[config.mk]
export PLATFORM = sky130hd
export DESIGN_NAME = urv_fetch
export DESIGN_NICKNAME = d
export VERILOG_FILES = /design/src/rtl/urv_fetch.sv
export SDC_FILE = /design/constraint.sdc
export NUM_CORES = 1
export LEC_CHECK = 0
export ABC_CLOCK_PERIOD_IN_PS = 3850
export CAP_MARGIN = 15
export CORE_ASPECT_RATIO = 0.7
export CORE_MARGIN = 10
export CORE_UTILIZATION = 47
export DETAILED_ROUTE_END_ITERATION = 6
export PLACE_DENSITY_LB_ADDON = 0.3
export SLEW_MARGIN = 40
export SYNTH_ARGS = -nofsm -noshare
export SYNTH_HDL_FRONTEND = slang
export SYNTH_SLANG_ARGS = --single-unit
[constraint.sdc]
create_clock -name clk_i -period 3.85 [get_ports clk_i]
set_input_delay 0.77 -clock clk_i [delete_from_list [all_inputs] [get_ports clk_i]]
set_output_delay 0.77 -clock clk_i [all_outputs]
set_load 0.02 [all_outputs]
[src/rtl/urv_fetch.sv]
`default_nettype none
// ============================================================================
// Module   : urv_fetch
// Purpose  : uRV instruction fetch: sequential PC generation, pipelined
//            instruction-memory reads, in-order prefetch FIFO, branch redirect.
// Revision : 1.0 - initial release
// ============================================================================
module urv_fetch #(
   parameter logic [31:0] g_reset_vector    = 32'h0000_0000,
   parameter int unsigned g_fifo_depth      = 2,
   parameter int unsigned g_max_outstanding = 2
) (
   input  logic        clk_i,
   input  logic        rst_n_i,
   output logic [31:0] im_addr_o,
   output logic        im_rd_o,
   input  logic [31:0] im_data_i,
   input  logic        im_valid_i,
   input  logic        x_bra_i,
   input  logic [31:0] x_pc_bra_i,
   input  logic        f_stall_i,
   output logic        f_valid_o,
   output logic [31:0] f_ir_o,
   output logic [31:0] f_pc_o
);

   localparam int unsigned c_PTR_W = (g_fifo_depth > 1) ? $clog2(g_fifo_depth) : 1;
   localparam int unsigned c_CNT_W = $clog2(g_fifo_depth + 1);
   localparam int unsigned c_INF_W = $clog2(g_max_outstanding + 1);

   logic [31:0]        r_fetch_pc;
   logic [c_INF_W-1:0] r_inflight;
   logic [c_INF_W-1:0] r_discard;
   logic [c_CNT_W-1:0] r_count;
   logic [c_PTR_W-1:0] r_rd_ptr;
   logic [c_PTR_W-1:0] r_wr_ptr;
   logic [31:0]        r_fifo_pc [g_fifo_depth];
   logic [31:0]        r_fifo_ir [g_fifo_depth];

   logic        w_empty;
   logic        w_valid;
   logic        w_pop;
   logic        w_push;
   logic        w_issue;
   logic [31:0] w_occupancy;
   logic [31:0] w_resp_pc;

   assign w_empty     = (r_count == '0);
   assign w_valid     = !w_empty && !x_bra_i;
   assign w_pop       = w_valid && !f_stall_i;
   assign w_occupancy = 32'(r_inflight) + 32'(r_count) - 32'(w_pop);
   assign w_issue     = rst_n_i && !x_bra_i
                        && (w_occupancy < g_fifo_depth)
                        && (32'(r_inflight) < g_max_outstanding);
   assign w_push      = im_valid_i && (r_discard == '0) && !x_bra_i;

   // Kept reads are the most recent issues since the last redirect and are
   // sequential, so the oldest one still outstanding sits inflight words back.
   assign w_resp_pc   = r_fetch_pc - (32'(r_inflight) << 2);

   assign im_addr_o = r_fetch_pc;
   assign im_rd_o   = w_issue;
   assign f_valid_o = w_valid;
   assign f_ir_o    = r_fifo_ir[r_rd_ptr];
   assign f_pc_o    = r_fifo_pc[r_rd_ptr];

   always_ff @(posedge clk_i or negedge rst_n_i) begin
      if (!rst_n_i) begin
         r_fetch_pc <= g_reset_vector;
         r_inflight <= '0;
         r_discard  <= '0;
         r_count    <= '0;
         r_rd_ptr   <= '0;
         r_wr_ptr   <= '0;
      end else begin
         r_inflight <= r_inflight + c_INF_W'(w_issue) - c_INF_W'(im_valid_i);
         if (x_bra_i) begin
            r_fetch_pc <= x_pc_bra_i & 32'hFFFF_FFFC;
            r_discard  <= r_inflight - c_INF_W'(im_valid_i);
            r_count    <= '0;
            r_rd_ptr   <= '0;
            r_wr_ptr   <= '0;
         end else begin
            if (w_issue) begin
               r_fetch_pc <= r_fetch_pc + 32'd4;
            end
            if (im_valid_i && (r_discard != '0)) begin
               r_discard <= r_discard - c_INF_W'(1);
            end
            r_count <= r_count + c_CNT_W'(w_push) - c_CNT_W'(w_pop);
            if (w_push) begin
               r_wr_ptr <= r_wr_ptr + c_PTR_W'(1);
            end
            if (w_pop) begin
               r_rd_ptr <= r_rd_ptr + c_PTR_W'(1);
            end
         end
      end
   end

   always_ff @(posedge clk_i or negedge rst_n_i) begin
      if (!rst_n_i) begin
         for (int i = 0; i < int'(g_fifo_depth); i++) begin
            r_fifo_pc[i] <= '0;
            r_fifo_ir[i] <= '0;
         end
      end else if (w_push) begin
         r_fifo_pc[r_wr_ptr] <= w_resp_pc;
         r_fifo_ir[r_wr_ptr] <= im_data_i;
      end
   end

`ifndef SYNTHESIS
   a_no_overflow: assert property (@(posedge clk_i) disable iff (!rst_n_i)
      !(w_push && !w_pop && (32'(r_count) >= g_fifo_depth)));
`endif

endmodule
`default_nettype wire

==> impl_metrics.toml <==
[run_status]
status = "complete, no violations"

[synth]
synth_seq_cells = 162
synth_mux_area_share_pct = 13.0
async_flop_share_pct = 100
dominantRegCellSynth = "dfrtp_1"
synth-simple-area-share_pct = 19.0
yosysSeqAreaShare_pct = 49.0
synth.distinct_cells = 54
synth_top_family_by_area = "simple AND/OR/NAND/NOR gates"
ys.warnings.count = 0
synth_edf_count = 0
synth_adder_area_share_pct = 2.15
synth.cell_area_um2 = 8270
synth_xor_xnor_area_share_pct = 4.66
syn_inst = 837
syn_area_per_cell_um2 = 9.88
synth_compound_area_share_pct = 7.58

[worst_setup_path]
crit_chain = "clkdlybuf4s50_1, nor3_2, ha_1, nand2b_1, fa_1, nor4bb_4, o311ai_2, inv_1, buf_4"
crit_path_start_kind = "input port"
r2r_cells = 12
critPathMaxStageDelay_ns = 0.49
cp.arrival_ns = 2.91
slowest_stage = "fa_1"
path_class = "in -> out"
path_max_fanout = 2
endpoint_kind = "output port"
worst_ep_required_time_ns = 3.08

[sta]
fin_setup_tns_ns = 0
hold_viol = 0
clock_skew_ns = 0.0121
finalWorstSetupSlack_ns = 0.167
max_slew_margin_pct = 52.3
grt_setup_unrepaired = "false"
setup_viol = 0
clock.fmax_mhz = 272
slew_viol_final = 0
finalCritPeriodShare_pct = 95.7
tightest_slew_ns = 0.715
holdWs_ns = 0.175
period_minus_slack_ns = 3.68

[hold_path]
hp-class = "in -> async"

[finish]
drive_above_1_share_pct = 16.8
fin_area_um2 = 10600
fillers = 1471
final_util_pct = 61.7
num_antenna_cells = 0
stdcell_count = 1211
areaGrowthSynthToFinish_pct = 28.3
nNetsFinal = 1049

[route]
routedWlPerCell_um = 17.7
vias_per_cell = 5.27
drtAntennaViolNets = 0
drt_iter0_markers = 484
drtPass1Iterations = 5
drc = 0
wirelength_um = 21500
num_vias = 6381

[power]
p_seq_share_pct = 37.1
pwr_density_cell_nw_per_um2 = 700
p_sw_mw = 2.68
p_total_mw = 7.43
sw_frac_of_total_pct = 36.1
clkPwrFrac_pct = 22.1
comb_power_share_pct = 40.8
p_int_mw = 4.75
power_leakage_nw = 4.64
irDropWorstVdd_v = 0.000329

[global_route]
grt_max_degree = 93
gr-usage-all-layers_pct = 18.6
grt_pass1_wl_um = 34600
first_global_vias = 6522
grt.overflow.total = 0
antenna_found_initial = 1

[floorplanning]
fp.dieH_um = 131
io_pins = 167
die_w_um = 179
die-area_um2 = 23400
row_count = 40
core_um2 = 17200
start_util_pct = 48.1

[place]
place.gp.congestion = 0.812
place_ws_ns = -0.464
placed_area_um2 = 10000
hpwl_um = 15100
place_inst = 1179
portBuffers = 160

[clocking]
root_buffer = "clkbuf_16"
cts_tree = "built"
cts_hold_buf = 0
cts_made_buffers = 17
htreeDepth = 4
cts_setup_buffers = 0
path_clk_slew_ns = 0.06
clk_latency_ns = 0.43
clock-sinks = 162
clk_path_buf_depth = 2

[flow_run]
cap_viol_max_count = 0
-- kinds of logic (layout without fill, tap and decap cells) --
family,count (synthesis),in the layout
AO/OA/AOI/OAI,109,109
other,1,4
XOR/XNOR,44,44
flip-flops,162,162
buffers and inverters,85,225
AND/OR/NAND/NOR,327,327
multiplexers,96,96
adder cells (fa/ha/maj),13,13
-- per-layer routing --
metal	up-vias	part of all wire (%)	GRT usage [%]
met3	10	7.1	5.59
met2	181	43	27.5
met4	0	0.83	4.31
li1	3111	-	-
met5	-	0	0
met1	3079	49	26.3
-- power by group through the flow --
stage          registers (mW)  clock network [mW]  logic, mW
2_1_floorplan            2.65                   0       1.85
3_3_place_gp             2.74                   0       3.00
3_5_place_dp             2.77                   0       3.05
4_1_cts                  2.75                1.67       3.08
5_1_grt                  2.84                1.74       3.32
6_report                 2.76                1.64       3.03
-- sequential cells by signal, indices dropped and copies added, names as in the netlist --
signal      flops
im_addr_o      30
r_count         2
r_discard       2
r_fifo_ir      64
r_fifo_pc      60
r_inflight      2
r_rd_ptr        1
r_wr_ptr        1
-- repair_timing --
action,CTS,global route
endpoints found under the setup margin,1,1
pin swaps,0,3
gates resized for setup,6,1
hold endpoints to repair,0,0
-- Yosys cell counts, types with 5 or more instances --
cell / instances / area (um^2)
a21oi_1: 7 / 35.0
and3_1: 7 / 43.8
buf_2: 12 / 60.1
clkbuf_1: 45 / 169
dfrtp_1: 162 / 4050
ha_1: 11 / 138
inv_1: 18 / 67.6
mux2_2: 94 / 1060
nand2_1: 199 / 747
nand3_1: 17 / 85.1
nand4_1: 11 / 68.8
nor2_1: 29 / 109
nor3_1: 11 / 55.1
nor4_1: 8 / 50.1
o211ai_1: 9 / 67.6
o21ai_0: 61 / 305
o21ai_1: 16 / 80.1
o311ai_0: 5 / 43.8
or3_1: 6 / 37.5
xnor2_1: 30 / 263
xor2_1: 14 / 123
-- path summary, 6_finish.rpt --
kind	from	endpoint	slack [ns]
worst max-delay path	f_stall_i	im_rd_o	0.17
worst min-delay path	rst_n_i	im_addr_o[11]	0.18
worst max register to register	r_count[1]	im_addr_o[28]	0.76
worst min register to register	r_fifo_ir[41]	r_fifo_ir[41]	0.47
max in group asynchronous	rst_n_i	r_rd_ptr	2.16
min in group clk_i	r_fifo_ir[41]	r_fifo_ir[41]	0.47
-- layout by cell type (no fill, tap or decap), types with 5 or more instances in the layout --
| cell | n |
|---|---|
| and3_1 | 7 |
| clkbuf_16 | 17 |
| clkdlybuf4s50_1 | 157 |
| o211ai_1 | 9 |
| dfrtp_1 | 161 |
| inv_1 | 18 |
| mux2_2 | 94 |
| o21ai_0 | 61 |
| ha_1 | 11 |
| nand2_1 | 199 |
| nor2_1 | 28 |
| nor3_1 | 10 |
| nand3_1 | 17 |
| nand4_1 | 11 |
| xnor2_1 | 30 |
| buf_4 | 12 |
| o21ai_1 | 16 |
| a21oi_1 | 7 |
| or3_1 | 5 |
| xor2_1 | 14 |
| nor4_1 | 8 |
| inv_6 | 5 |
-- area by class of cell --
class | instances | area (um^2) | share of cell area, %
inverter | 18 | 67.6 | 0.636
sequential | 162 | 4060 | 38.2
multi-input combinational | 593 | 3890 | 36.7
clock inverter | 15 | 148 | 1.39
tap | 231 | 289 | 2.72
clock buffer | 17 | 425 | 4.01
timing repair buffer | 175 | 1740 | 16.4
-- critical path: cells and delay by family --
kind,cells,cell delay (ns)
adders and majority gates,2,0.75
buffers and inverters,3,0.66
AOI/OAI and AO/OA,1,0.16
and+or+nand+nor,3,0.58
Power figures use the tool's default switching activity.
